[config.mk]
export PLATFORM = sky130hd
export DESIGN_NAME = sd_cmd_tx_flat
export DESIGN_NICKNAME = d
export VERILOG_FILES = /design/src/rtl/sd_pkg.sv /design/src/rtl/sd_cmd_tx_if.sv /design/src/rtl/sd_crc7.sv /design/src/rtl/sd_cmd_tx.sv /design/src/flat_wrapper.sv
export SDC_FILE = /design/constraint.sdc
export NUM_CORES = 1
export LEC_CHECK = 0
export BUFFER_PORTS_ARGS = -buffer_cell sky130_fd_sc_hd__buf_2
export CORE_MARGIN = 2
export CORE_UTILIZATION = 42
export DETAILED_ROUTE_END_ITERATION = 8
export PLACE_DENSITY = 0.7
export SLEW_MARGIN = 20
export SYNTH_ARGS = -nofsm -noshare
export SYNTH_HDL_FRONTEND = slang
export SYNTH_HIERARCHICAL = 1
export SYNTH_SLANG_ARGS = --single-unit
[constraint.sdc]
create_clock -name clk -period 2.5 [get_ports clk]
set_input_delay 0.25 -clock clk [delete_from_list [all_inputs] [get_ports clk]]
set_output_delay 0.25 -clock clk [all_outputs]
set_load 0.01 [all_outputs]
[src/rtl/sd_pkg.sv]
// Shared constants and types for the SD command transmitter slice.
package sd_pkg;

    localparam int         CMD_FRAME_BITS  = 48;
    localparam logic [6:0] CRC7_POLY       = 7'h09;
    localparam int         NCC_GAP_DEFAULT = 8;

    typedef enum logic [1:0] {
        IDLE,
        WAIT,
        SHIFT,
        GAP
    } sd_state_t;

endpackage

[src/rtl/sd_cmd_tx_if.sv]
// Command request interface: valid/ready handshake, command fields and completion status.
// The cmd_crc field exists only when SD_CMD_TX_CRC_EN is undefined.
interface sd_cmd_tx_if;

    logic        start_valid;
    logic        start_ready;
    logic [5:0]  cmd_index;
    logic [31:0] cmd_arg;
`ifndef SD_CMD_TX_CRC_EN
    logic [6:0]  cmd_crc;
`endif
    logic        busy;
    logic        done;

`ifdef SD_CMD_TX_CRC_EN
    modport master (output start_valid, cmd_index, cmd_arg,
                    input  start_ready, busy, done);
    modport slave  (input  start_valid, cmd_index, cmd_arg,
                    output start_ready, busy, done);
`else
    modport master (output start_valid, cmd_index, cmd_arg, cmd_crc,
                    input  start_ready, busy, done);
    modport slave  (input  start_valid, cmd_index, cmd_arg, cmd_crc,
                    output start_ready, busy, done);
`endif

endinterface

[src/rtl/sd_crc7.sv]
// Serial CRC7 generator (x^7 + x^3 + 1), one message bit per enabled clock, MSB first.
module sd_crc7
    import sd_pkg::*;
(
    input  logic       clk,
    input  logic       reset,
    input  logic       clear,
    input  logic       en,
    input  logic       bit_in,
    output logic [6:0] crc
);

    logic fb;

    assign fb = bit_in ^ crc[6];

    always_ff @(posedge clk) begin
        if (!reset) begin
            crc <= '0;
        end else if (clear) begin
            crc <= '0;
        end else if (en) begin
            crc <= {crc[5:0], 1'b0} ^ (fb ? CRC7_POLY : 7'h00);
        end
    end

endmodule

[src/rtl/sd_cmd_tx.sv]
// SD CMD-line transmitter: builds the 48-bit command frame and shifts it out on sd_clk falls.
// Build option SD_CMD_TX_CRC_EN: hardware CRC7; otherwise cmd_crc is sent unchanged.
module sd_cmd_tx
    import sd_pkg::*;
#(
    parameter int NCC_GAP = NCC_GAP_DEFAULT
) (
    input  logic       clk,
    input  logic       reset,
    input  logic       sd_clk,
    sd_cmd_tx_if.slave req,
    output logic       cmd_out,
    output logic       cmd_oe
);

    localparam logic [5:0] TOP_BIT  = 6'(CMD_FRAME_BITS - 1);
    localparam logic [7:0] GAP_LAST = 8'(NCC_GAP - 1);

    sd_state_t state;
    sd_state_t state_nxt;

    logic                      sd_clk_d;
    logic                      fall;
    logic                      accept;
    logic                      drive;
    logic                      frame_end;
    logic                      gap_last;
    logic [5:0]                bit_cnt;
    logic [5:0]                next_idx;
    logic [7:0]                gap_cnt;
    logic [5:0]                idx_q;
    logic [31:0]               arg_q;
    logic [6:0]                crc_bits;
    logic [CMD_FRAME_BITS-1:0] frame;
    logic                      cmd_out_nxt;
    logic                      cmd_oe_nxt;
    logic                      done_nxt;
    logic                      done_q;

    assign fall      = sd_clk_d & ~sd_clk;
    assign accept    = req.start_valid & req.start_ready;
    assign frame_end = (state == SHIFT) && (bit_cnt == 6'd0);
    assign gap_last  = (gap_cnt == GAP_LAST);
    assign frame     = {2'b01, idx_q, arg_q, crc_bits, 1'b1};

    // bit_cnt holds the index of the bit currently on the line; WAIT launches the top bit
    assign next_idx = ((state == SHIFT) && (bit_cnt != 6'd0)) ? (bit_cnt - 6'd1) : TOP_BIT;
    assign drive    = fall && ((state == WAIT) || ((state == SHIFT) && (bit_cnt != 6'd0)));

    assign req.start_ready = (state == IDLE);
    assign req.busy        = (state != IDLE);
    assign req.done        = done_q;

`ifdef SD_CMD_TX_CRC_EN
    logic crc_en;

    assign crc_en = drive && (next_idx >= 6'd8);

    sd_crc7 u_crc7 (
        .clk    (clk),
        .reset  (reset),
        .clear  (accept),
        .en     (crc_en),
        .bit_in (frame[next_idx]),
        .crc    (crc_bits)
    );
`else
    always_ff @(posedge clk) begin
        if (!reset) begin
            crc_bits <= '0;
        end else if (accept) begin
            crc_bits <= req.cmd_crc;
        end
    end
`endif

    always_ff @(posedge clk) begin
        if (!reset) begin
            state <= IDLE;
        end else begin
            state <= state_nxt;
        end
    end

    always_comb begin
        state_nxt = state;
        case (state)
            IDLE:    if (accept)               state_nxt = WAIT;
            WAIT:    if (fall)                 state_nxt = SHIFT;
            SHIFT:   if (fall && frame_end)    state_nxt = GAP;
            GAP:     if (fall && gap_last)     state_nxt = IDLE;
            default:                           state_nxt = IDLE;
        endcase
    end

    // Line outputs only move on a fall; the frame-ending fall releases CMD high
    always_comb begin
        cmd_out_nxt = cmd_out;
        cmd_oe_nxt  = cmd_oe;
        done_nxt    = 1'b0;
        if (drive) begin
            cmd_out_nxt = frame[next_idx];
            cmd_oe_nxt  = 1'b1;
        end
        if (fall && frame_end) begin
            cmd_out_nxt = 1'b1;
            cmd_oe_nxt  = 1'b0;
        end
        if (fall && (state == GAP) && gap_last) begin
            done_nxt = 1'b1;
        end
    end

    always_ff @(posedge clk) begin
        if (!reset) begin
            sd_clk_d <= 1'b0;
            bit_cnt  <= '0;
            gap_cnt  <= '0;
            idx_q    <= '0;
            arg_q    <= '0;
            cmd_out  <= 1'b1;
            cmd_oe   <= 1'b0;
            done_q   <= 1'b0;
        end else begin
            sd_clk_d <= sd_clk;
            cmd_out  <= cmd_out_nxt;
            cmd_oe   <= cmd_oe_nxt;
            done_q   <= done_nxt;
            if (accept) begin
                idx_q   <= req.cmd_index;
                arg_q   <= req.cmd_arg;
                bit_cnt <= '0;
                gap_cnt <= '0;
            end else if (fall) begin
                case (state)
                    WAIT:  bit_cnt <= TOP_BIT;
                    SHIFT: if (bit_cnt != 6'd0) bit_cnt <= bit_cnt - 6'd1;
                    GAP:   gap_cnt <= gap_last ? 8'd0 : (gap_cnt + 8'd1);
                    default: ;
                endcase
            end
        end
    end

endmodule
[src/flat_wrapper.sv]
// flat-port wrapper written by rule: the top's interface ports become plain ports
module sd_cmd_tx_flat import sd_pkg::*;
#(
    parameter int NCC_GAP = NCC_GAP_DEFAULT
)
  (clk, reset, sd_clk, cmd_out, cmd_oe, req_start_valid, req_cmd_index, req_cmd_arg, req_cmd_crc, req_start_ready, req_busy, req_done);
  sd_cmd_tx_if req_i ();
  input  logic clk;
  input  logic reset;
  input  logic sd_clk;
  output logic cmd_out;
  output logic cmd_oe;
  input wire logic [$bits(req_i.start_valid)-1:0] req_start_valid;
  input wire logic [$bits(req_i.cmd_index)-1:0] req_cmd_index;
  input wire logic [$bits(req_i.cmd_arg)-1:0] req_cmd_arg;
  input wire logic [$bits(req_i.cmd_crc)-1:0] req_cmd_crc;
  output wire logic [$bits(req_i.start_ready)-1:0] req_start_ready;
  output wire logic [$bits(req_i.busy)-1:0] req_busy;
  output wire logic [$bits(req_i.done)-1:0] req_done;
  assign req_i.start_valid = req_start_valid;
  assign req_i.cmd_index = req_cmd_index;
  assign req_i.cmd_arg = req_cmd_arg;
  assign req_i.cmd_crc = req_cmd_crc;
  assign req_start_ready = req_i.start_ready;
  assign req_busy = req_i.busy;
  assign req_done = req_i.done;
  sd_cmd_tx #(.NCC_GAP(NCC_GAP)) u_core (.clk(clk), .reset(reset), .sd_clk(sd_clk), .req(req_i), .cmd_out(cmd_out), .cmd_oe(cmd_oe));
endmodule
After elaboration in Yosys (flattened, before gate mapping)
Cells that the tools add are included.

Memories kept: 0. Input bits: 49. Bits in registers: 65. Logic and storage cells: 56. Bits in writable memories: 0. Bits in read-only memories: 0. Bits in latches: 0. Output and inout bits: 5.

Muxes and demuxes: 12. Equality and inequality tests: 9. Multiply operators: 0. Shift-type cells: 0. Bitwise logic cells: 4. Add/sub/neg operators: 2. Order comparisons: 1. Divide/modulo/power cells: 0. Reduce and logical (&&, ||, !) cells: 18.

Operators with widths (number): 6-bit 2-to-1 mux (2); 6-bit one-hot mux with 2 select lines (1); 8-bit by 1-bit adder with 8-bit output (second input constant) (1); 8-bit by 3-bit equality test with 1-bit output (second input constant) (1); 2-bit 2-to-1 mux (4); 8-bit 2-to-1 mux (1); 2-bit one-hot mux with 4 select lines (1); 1-bit logical AND (7); 6-bit by 7-bit < comparator with 1-bit output (second input constant) (1); 1-bit binary-select mux with 6-bit select (1); 6-bit logical NOT (1); 2-bit != test (second input constant) (3); 6-bit nonzero test (1); 6-bit by 1-bit subtractor with 6-bit output (second input constant) (1); 2-bit equality test (second input constant) (2); 2-bit by 1-bit != test with 1-bit output (second input constant) (2); 4-bit AND reduction (1); 2-bit nonzero test (2); 2-bit OR reduction (2); 3-bit AND reduction (1); 1-bit bitwise AND (2); 2-bit by 1-bit equality test with 1-bit output (second input constant) (1); 2-bit logical NOT (1); 1-bit 2-to-1 mux (2); other kinds (3) (4).

Longest topological paths before layout
Gate-level depths: netlist of the first run.

Word-level depth: 5. Depth in mapped cells: 11. Depth with buffers taken out: 9.

Worst setup path after synthesis of the first run
No wires, ideal clock.

Kind: register -> register. Start point: reg u_core.bit_cnt[0]. End point: reg u_core.cmd_out. Slack: -0.059 ns. Data required time: 2.358 ns. Cell stages (with the launch flop): 11. Data arrival time: 2.417 ns. Path buffers: 2. Clock period less this slack: 2.559 ns. Setup time: 0.142 ns. Path through: dfxtp_1 > clkbuf_1 > inv_1 > ha_1 > xnor2_1 > o211ai_4 > buf_6 > a221oi_1 > a211oi_1 > o311ai_0 > a41oi_2.

Cells in the longest elaborated chain, start to end: 5. Elaborated cells on any way between the ends: 12. Those cells by class: 1 x add/sub; 3 x mux; 8 x reduce/logical.

Ends and longest elaborated chain: start, declared (RTL line sd_cmd_tx.sv:28) `logic [5:0] bit_cnt;`; start signal, assigned (RTL line sd_cmd_tx.sv:137) `SHIFT: if (bit_cnt != 6'd0) bit_cnt <= bit_cnt - 6'd1;`; parallel branches: the longest is 5 deep, another holds 6-bit by 1-bit subtractor with 6-bit output; end signal, assigned (RTL line sd_cmd_tx.sv:126) `cmd_out <= cmd_out_nxt;`; end, declared (RTL line sd_cmd_tx.sv:12) `output logic cmd_out,`.

Parallel ways; which one is timed is not known. The select of a mux whose other input is x is not followed. A chain may end at the register's enable or synchronous reset.

Final worst setup path of the first run
Start point: reg u_core.bit_cnt[1]. End point: reg u_core.cmd_out.

The elaborated chain is that of the path after synthesis.

==> flow_metrics.tcl, run 1 <==
set metrics [dict create \
    wl_per_cell_um 13.9 \
    critical_path_class "flop to flop" \
    antenna_found_initial 0 \
    clkSlewWorstSetupHoldPaths_ns 0.07 \
    pre_cts_ws_ns 0.122 \
    synth_edf_count 0 \
    yosys.area.top_type "dfxtp_1" \
    whs_path_depth 2 \
    fill_cells 712 \
    postPlaceCellArea_sq_um 3720 \
    drc 0 \
    period_minus_slack_ns 2.38 \
    synth_mux_area_share_pct 3.97 \
    worstReg2RegStart "u_core/bit_cnt[1]$_SDFFE_PP0P_" \
    irDropWorstVdd_mv 0.413 \
    postRouteAntennaNets 0 \
    maxSlewHeadroom_pct 68.0 \
    reg2reg_to "u_core/cmd_out$_SDFFE_PP1P_" \
    grt_start_max_net_pins 46 \
    grt_remaining_overflow 0 \
    synth_fp_nets 459 \
    ioPinCount 54 \
    finalCritPeriodShare_pct 95.2 \
    setup_viol 0 \
    fin_tns_setup_ns 0 \
    syn2layout_area_growth_pct 19.8 \
    worstHoldPathType "input port to flop" \
    die_w_um 93.2 \
    n_antenna_cell 0 \
    netlist_top_cells_area "dfxtp_1, nand2_1, a21boi_0" \
    core-area_sq_um 7730 \
    synth.distinct_cells 61 \
    drive_gt1_share_pct 23.8 \
    root_buffer "clkbuf_8" \
    die_area_sq_um 8690 \
    synthXorXnorAreaFrac_pct 2.62 \
    grt_pass1_wl_um 13300 \
    min_from "sd_clk" \
    fp-row-count 32 \
    cts_tree "done" \
    synth_top_family_by_area "compound AO/OA/AOI/OAI gates" \
    clock_path_buffers 2 \
    dp.cells 550 \
    crit_start "u_core/bit_cnt[1]$_SDFFE_PP0P_" \
    synth_top_area_share_pct 38.9 \
    finalHoldViolCount 0 \
    layout.cells.most_common "nand2_1" \
    timing.final.max_slew_violations 0 \
    worst_pin_slew_ns 0.473 \
    worstRegToRegCells 8 \
    regToRegSetupSlack_ns 0.12 \
    insertion_delay_ns 0.33 \
    htree_num_levels 3 \
    dpl.hpwl_um 5660 \
    arrival_ns 2.57 \
    status "completed" \
    dr_total_vias 2990 \
    dr.pass1.iters 9 \
    fin_worst_skew_ns 0.00706 \
    initial_core_util_pct 43.3 \
    cts_sinks 65 \
    routabilityCongestion 0.949 \
    cts_hold_buffers 0 \
    synth_seq_area_share_pct 38.9 \
    synth_fa_ha_area_share_pct 2.99 \
    fin_ws_ns 0.120 \
    most-common-layout-cells "nand2_1, dfxtp_1, buf_2" \
    fmax_mhz 420 \
    portBuffers 53 \
    crit_required_ns 2.69 \
    p_leak_nw 1.62 \
    maxCapViolations 0 \
    cts_buffers 9 \
    final_cells 569 \
    syn-cell-area_sq_um 3340 \
    stdcell_area_sq_um 4000 \
    p_per_area_nw_per_um2 813 \
    start_kind "flop" \
    synth_compound_area_share_pct 23.2 \
    ys_ff_latch 65 \
    avgSynthCellArea_sq_um 8.32 \
    whs_endpoint "u_core/sd_clk_d$_SDFF_PN0_" \
    final_nets 519 \
    drt_wl_total_um 7910 \
    worstPathMaxFanout 5 \
    ys_warn_count 6 \
    synthCells 402 \
    cp-end-kind "flop" \
    grt_pass1_vias 2753 \
    synth_top_flop_cell "dfxtp_1" \
    synth-simple-area-share_pct 22.8 \
    drt_iter0_drc 174 \
    viasPerCell 5.25 \
    die_h_um 93.2 \
    ys_async_sr_fraction_pct 0 \
    grt_usage_pct 19.0 \
]
==> power breakdown <==
part           internal (mW)  total, mW  switching (mW)
registers               1.20       1.30           0.105
logic                  0.363      0.935           0.572
clock network          0.617       1.02           0.401
total                   2.18       3.25            1.08
==> cell usage after synthesis (3+ instances only) <==
library cell	instances
nand4_1	3
xnor2_1	4
a211oi_1	4
a21oi_1	15
a21boi_0	40
mux2i_1	11
nor2b_1	4
nor3_1	4
nor2_1	23
o21ai_0	6
a22oi_1	3
ha_1	8
and2_1	4
nand2_1	106
inv_1	13
dfxtp_1	65
clkbuf_8	3
xor2_1	6
a221oi_1	3
a21o_1	3
clkbuf_1	15
nand3_1	7
==> layout make-up <==
class | instances | area [sq um] | area share [%]
clock buffer | 12 | 155 | 3.88
tap | 102 | 128 | 3.19
sequential | 65 | 1300 | 32.5
multi-input combinational | 302 | 1900 | 47.4
timing repair buffer | 71 | 398 | 9.94
inverter | 13 | 48.8 | 1.22
clock inverter | 4 | 75.1 | 1.88
==> metrics by stage <==
stage | utilization (%) | hold WS, ns | total power, mW
after CTS | 51.1 | 0.127 | 3.25
after floorplan | - | 0.372 | 1.99
after global routing | 51.8 | 0.146 | 3.47
final | 51.8 | 0.139 | 3.25
after global placement | 48.1 | 0.447 | 2.22
after detailed placement | 48.1 | 0.454 | 2.24
==> worst max-delay path by stage <==
stage	end	slack, ns	depth (start not counted)
detailed placement	u_core/cmd_out$_SDFFE_PP1P_	0.12	8
finish	u_core/cmd_out$_SDFFE_PP1P_	0.12	8
floorplan	u_core/cmd_out$_SDFFE_PP1P_	0.07	10
global route	u_core/cmd_out$_SDFFE_PP1P_	-0.004	11
global placement	u_core/cmd_out$_SDFFE_PP1P_	0.15	8
CTS	u_core/cmd_out$_SDFFE_PP1P_	0.08	8
==> routing by layer <==
metal / wire length (um) / GRT usage, % / up-vias
li1: - / - / 1500
met1: 3750 / 25.9 / 1404
met2: 3710 / 29.4 / 74
met3: 346 / 3.95 / 12
met4: 103 / 7.23 / 0
met5: 0 / 0 / -
==> logic make-up after synthesis <==
kind of cell / count (synthesis)
simple gates: 169
fa+ha+maj: 8
buf+inv: 35
xor+xnor: 10
compound gates: 102
mux: 13
flops: 65
==> registers in the layout, indices dropped and copies added (netlist names) <==
signal / cells
u_core/req.done: 1
u_core/cmd_out: 1
u_core/bit_cnt: 6
u_core/idx_q: 6
u_core/state: 2
u_core/gap_cnt: 8
u_core/crc_bits: 7
u_core/sd_clk_d: 1
u_core/cmd_oe: 1
u_core/arg_q: 32
==> critical path, stage by stage (launching register included) <==
cell	delay [ns]
dfxtp_1	0.34
inv_1	0.10
ha_2	0.20
or2b_2	0.36
o21ai_1	0.33
nor2_1	0.09
o221a_2	0.27
o311ai_1	0.39
a41oi_2	0.16
==> repair_timing <==
action	CTS	global route
buffers inserted	0	3
setup endpoints to repair	0	1
endpoints found under the hold margin	0	0
gates resized for setup	0	8
No activity file was read; power rests on OpenSTA's default activity.
==> run 2: changes to the inputs <==
ABC_AREA = 1   (was not set)
BUFFER_PORTS_ARGS = -buffer_cell sky130_fd_sc_hd__buf_4   (was -buffer_cell sky130_fd_sc_hd__buf_2)
CORE_MARGIN = not set   (was 2)
==> run 2 against run 1 <==
Against the previous run:
- via count down 2.0%
- synthesized cell count up 13%
- non-clock buffer count down 16
- cell count up 6.0%
- utilization up 0.64 points
- power up 2.2%
- clock power down 6%
- setup slack better by 0.15 ns
- maximum frequency up 6.9%
- critical endpoint unchanged
==> flow_metrics.tcl, run 2 <==
set metrics [dict create \
    status "completed" \
    die_area_sq_um 7900 \
    utilization_pct 52.5 \
    dr.pass1.iters 4 \
    die_h_um 88.9 \
    start_kind "flop" \
    fin_worst_skew_ns 0.0115 \
    insertion_delay_ns 0.34 \
    syn-cell-area_sq_um 3170 \
    fin_tns_setup_ns 0 \
    regToRegSetupSlack_ns 0.27 \
    synth_top_area_share_pct 41.0 \
    initial_core_util_pct 43.5 \
    synth.distinct_cells 30 \
    htree_num_levels 3 \
    post_cts_buffers 0 \
    ys_warn_count 6 \
    period_minus_slack_ns 2.23 \
    fp-row-count 31 \
    synth_top_flop_cell "dfxtp_1" \
    fin_ws_ns 0.275 \
    avgSynthCellArea_sq_um 7.00 \
    cp_slowest_stage_delay_ns 0.40 \
    whs_endpoint "u_core/sd_clk_d$_SDFF_PN0_" \
    regMostFlops "u_core/arg_q" \
    yosys.area.top_type "dfxtp_1" \
    grt_usage_pct 19.7 \
    cts_hold_buffers 0 \
    timing.final.max_slew_violations 0 \
    yosysMostFrequentCell "dfxtp_1" \
    worstPathMaxFanout 19 \
    clkSlewWorstSetupHoldPaths_ns 0.07 \
    cts_tree "done" \
    routabilityCongestion 0.891 \
    clock_path_buffers 2 \
    core-area_sq_um 7290 \
    worstRegToRegCells 14 \
    min_from "sd_clk" \
    synth_seq_area_share_pct 41.0 \
    synth_edf_count 0 \
    p_leak_nw 1.78 \
    grt_remaining_overflow 0 \
    synth_fp_nets 510 \
    grt_pass1_wl_um 11800 \
    grt_pass1_vias 2665 \
    cts_sinks 65 \
    ys_async_sr_fraction_pct 0 \
    dpl.hpwl_um 5310 \
    crit_required_ns 2.80 \
    maxSlewHeadroom_pct 56.3 \
    cts_resized 0 \
    ioPinCount 54 \
    cp-end-kind "flop" \
    grt_start_max_net_pins 74 \
    finalHoldViolCount 0 \
    cp_slowest_cell "ha_1" \
    crit_chain "inv_1 > ha_1 > nand2_4 > inv_2 > nand2_4 > inv_2 > o21ai_0 > nand2_1 > a21oi_1 > a21oi_1 > nand2_1 > nand2_1 > nand2_1 > nand2_1" \
    drive_gt1_share_pct 16.5 \
    dr_total_vias 2931 \
    wl_per_cell_um 11.9 \
    synthCells 453 \
    rsz0062_at_grt "no" \
    n_antenna_cell 0 \
    worstReg2RegStart "u_core/state[0]$_SDFFE_PN0P_" \
    largest_register_ffs 32 \
    irDropWorstVdd_mv 0.412 \
    worstHoldPathType "input port to flop" \
    most-common-layout-cells "dfxtp_1, inv_1, o21ai_0" \
    cts_buffers 9 \
    layout.cells.most_common "dfxtp_1" \
    netlist_top_cells_area "dfxtp_1, o21ai_0, nand3_1" \
    die_w_um 88.9 \
    drt_wl_total_um 7160 \
    critical_path_class "flop to flop" \
    drt_iter0_drc 108 \
    setup_viol 0 \
    drc 0 \
    whs_path_depth 3 \
    reg2reg_to "u_core/cmd_out$_SDFFE_PP1P_" \
    finalCritPeriodShare_pct 89.0 \
    root_buffer "clkbuf_8" \
    arrival_ns 2.52 \
    synth_common_cells "dfxtp_1, inv_1, o21ai_0" \
    antenna_found_initial 0 \
    p_per_area_nw_per_um2 870 \
    portBuffers 53 \
    syn2layout_area_growth_pct 20.6 \
    postRouteAntennaNets 0 \
    final_nets 557 \
    crit_path_frequent_cell "nand2_1" \
    viasPerCell 4.86 \
    fmax_mhz 449 \
    worst_pin_slew_ns 0.649 \
    pre_cts_ws_ns 0.305 \
    reg.largest.list "u_core/arg_q (32), u_core/gap_cnt (8), u_core/crc_bits (7)" \
    ys_ff_latch 65 \
    maxCapViolations 0 \
    fill_cells 757 \
]
run 2: worst max-delay path by stage:
stage                                  from                     endpoint  slack, ns  depth (start not counted)
6_report       u_core/state[0]$_SDFFE_PN0P_  u_core/cmd_out$_SDFFE_PP1P_       0.27                         14
5_1_grt        u_core/state[0]$_SDFFE_PN0P_  u_core/cmd_out$_SDFFE_PP1P_       0.03                         14
4_1_cts        u_core/state[0]$_SDFFE_PN0P_  u_core/cmd_out$_SDFFE_PP1P_       0.30                         14
3_5_place_dp   u_core/state[0]$_SDFFE_PN0P_  u_core/cmd_out$_SDFFE_PP1P_       0.30                         14
3_3_place_gp   u_core/state[0]$_SDFFE_PN0P_  u_core/cmd_out$_SDFFE_PP1P_       0.37                         14
2_1_floorplan  u_core/state[0]$_SDFFE_PN0P_  u_core/cmd_out$_SDFFE_PP1P_       0.77                         16
run 2: where the power goes:
part | switching (mW) | internal, mW | total [mW]
Sequential | 0.0909 | 1.25 | 1.34
Clock | 0.380 | 0.582 | 0.963
Combinational | 0.652 | 0.368 | 1.02
run 2: layout make-up:
| class | instances | area, sq um | share of cell area (%) |
|---|---|---|---|
| well taps | 99 | 124 | 3.24 |
| inverters | 68 | 255 | 6.67 |
| flip-flops and latches | 65 | 1300 | 34.0 |
| clock inverters | 3 | 65.1 | 1.70 |
| multi-input cells | 301 | 1520 | 39.8 |
| repair buffers | 55 | 413 | 10.8 |
| clock buffers | 12 | 145 | 3.79 |
run 2: through the flow:
step	hold WS [ns]	instance area, sq um	power, mW	std cells
after floorplan	0.343	3170	2.09	453
after global placement	0.444	3610	2.35	588
after detailed placement	0.448	3610	2.38	588
after CTS	0.0937	3820	3.35	603
after global routing	0.125	3820	3.55	603
final	0.102	3820	3.33	603
run 2: cell families (layout without fill, tap and decap cells):
family / Yosys count / in the layout / synth area share, %
AO/OA/AOI/OAI: 106 / 106 / 17.4
buffers and inverters: 87 / 138 / 11.1
flip-flops: 65 / 65 / 41.0
adder cells (fa/ha/maj): 8 / 8 / 3.16
XOR/XNOR: 4 / 4 / 1.10
AND/OR/NAND/NOR: 183 / 183 / 26.2
run 2: critical path, delay by kind of cell, from the launching register on:
kind / cells / cell delay, ns
flops: 1 / 0.33
simple gates: 7 / 0.64
fa+ha+maj: 1 / 0.40
compound gates: 3 / 0.30
buf+inv: 3 / 0.51
run 2: layer usage:
layer	vias to the layer above	routed length [um]	track usage (%)
met3	13	325	3.79
met1	1300	3420	25.1
met4	0	149	10.3
met5	-	0	0
li1	1558	-	-
met2	60	3260	31.8
==> run 3: changes to the inputs <==
ABC_AREA = 0   (was 1)
PLACE_DENSITY = 0.67   (was 0.7)
clock period = 2.2 ns   (was 2.5 ns; I/O delays follow)
==> run 3 against run 2 <==
Against the previous run:
- design area rose by 15%
- highest routed layer unchanged
- global-route usage rose by 0.44 points
- critical path type unchanged
- sequential power rose by 9.7%
==> flow_metrics.tcl, run 3 (same netlist as run 1, synthesis figures left out) <==
set metrics [dict create \
    cp-end-kind "flop" \
    status "completed" \
    p_per_area_nw_per_um2 907 \
    fin_ws_ns 0.0222 \
    timing.final.max_slew_violations 0 \
    worstHoldPathType "input port to flop" \
    period_minus_slack_ns 2.18 \
    drive_gt1_share_pct 29.5 \
    grt_pass1_vias 2773 \
    layout.cells.most_common "nand2_1" \
    drt_wl_total_um 8210 \
    regArea_sq_um 1300 \
    grt_start_max_net_pins 49 \
    antenna_found_initial 0 \
    largest_register_ffs 32 \
    most-common-layout-cells "nand2_1, buf_4, dfxtp_1" \
    worstPathMaxFanout 7 \
    cp_slowest_stage_delay_ns 0.53 \
    setup_viol 0 \
    top_layer "met4" \
    routabilityCongestion 0.944 \
    grt_usage_pct 20.2 \
    pre_cts_ws_ns -0.0516 \
    post_cts_buffers 0 \
    worst_pin_slew_ns 0.448 \
    drc 0 \
    p_leak_nw 1.77 \
    crit_chain "nor3_4 > nand2_2 > o32ai_1 > a21oi_1 > or4bb_1 > o211ai_2 > a41oi_2" \
    fill_cells 720 \
    cts_sinks 65 \
    insertion_delay_ns 0.35 \
    die_area_sq_um 8320 \
    grt_pass1_wl_um 13400 \
    crit_required_ns 2.41 \
    grt_remaining_overflow 0 \
    dr_total_vias 3026 \
    clock_path_buffers 2 \
    fin_worst_skew_ns 0.00699 \
    path_delay_family "simple AND/OR/NAND/NOR gates" \
    viasPerCell 5.19 \
    root_buffer "clkbuf_8" \
    cp_slowest_cell "or4bb_1" \
    multiInputGateArea_sq_um 2010 \
    die_h_um 91.2 \
    die_w_um 91.2 \
    rsz0062_at_grt "yes" \
    regMostFlops "u_core/arg_q" \
    path_buf_inv 0 \
    wl_per_cell_um 14.1 \
    routed-wl-met3_um 292 \
    drt_iter0_drc 188 \
    clkSlewWorstSetupHoldPaths_ns 0.07 \
    fp-row-count 32 \
    crit_start "u_core/bit_cnt[3]$_SDFFE_PP0P_" \
    n_antenna_cell 0 \
    htree_num_levels 3 \
    maxSlewHeadroom_pct 70.1 \
    syn2layout_area_growth_pct 31.4 \
    irDropWorstVdd_mv 0.377 \
    dpl.hpwl_um 5730 \
    cts_buffers 9 \
    start_kind "flop" \
    min_from "sd_clk" \
    portBuffers 53 \
    critical_path_class "flop to flop" \
    met2_length_um 3940 \
    reg.largest.list "u_core/arg_q (32), u_core/gap_cnt (8), u_core/crc_bits (7)" \
    p_total_mw 3.98 \
    cts_hold_buffers 0 \
    ioPinCount 54 \
    cts_tree "done" \
    finalCritPeriodShare_pct 99.0 \
    met1Wirelength_um 3820 \
    arrival_ns 2.39 \
    finalHoldViolCount 0 \
    postRouteAntennaNets 0 \
    dr.pass1.iters 4 \
    final_nets 533 \
    worstReg2RegStart "u_core/bit_cnt[3]$_SDFFE_PP0P_" \
    core-area_sq_um 7730 \
    fmax_mhz 459 \
    utilization_pct 56.8 \
    initial_core_util_pct 43.3 \
    maxCapViolations 0 \
]
[run 3: cell count changes in the layout (fill, tap and decap cells not counted), sizes merged, moves of 39 or more]
| cell | delta |
|---|---|
| a21boi | +41 |
| nor2 | -39 |
| o21ai | -51 |
| nand2 | +47 |
| inv | -54 |
| nand3 | -44 |
[run 3: final timing paths]
kind | end | slack [ns] | depth (start not counted)
worst max-delay path | u_core/cmd_out$_SDFFE_PP1P_ | 0.02 | 7
worst min-delay path | u_core/sd_clk_d$_SDFF_PN0_ | 0.09 | 2
worst max register to register | u_core/cmd_out$_SDFFE_PP1P_ | 0.02 | 7
worst min register to register | u_core/arg_q[1]$_SDFFE_PN0P_ | 0.46 | 2
[run 3: through the flow]
step                hold slack (ns)  setup TNS [ns]  cell area (sq um)  cells
global placement              0.437         -0.0300               4030    566
CTS                          0.0739               0               4310    583
floorplan                     0.342               0               3410    402
global route                 0.0823         -0.0466               4390    583
finish                       0.0907               0               4390    583
detailed placement            0.444         -0.0516               4030    566
[run 3: report_power, final]
part	switching (mW)	internal (mW)	leakage [nW]	total (mW)
sequential	0.110	1.36	0.532	1.47
combinational	0.720	0.548	1.11	1.27
clock	0.465	0.782	0.120	1.25
[run 3: what timing repair did]
item,4_1_cts,5_1_grt
gates resized for setup,3,19
hold endpoints to repair,0,0
endpoints found under the setup margin,1,3
gates cloned,1,0
pin swaps,1,6
[run 3: metal layers]
layer,global-route usage (%),up-vias
met1,26.7,1421
met2,31.6,55
met3,5.19,13
met4,7.14,0
met5,0,-
li1,-,1537
[run 3: layout make-up]
class,instances,share of cell area [%]
Timing Repair Buffer,84,14.9
Multi-Input combinational cell,303,45.9
Sequential cell,65,29.7
Tap cell,102,2.91
Inverter,13,1.11
Clock inverter,5,2.34
Clock buffer,11,3.22
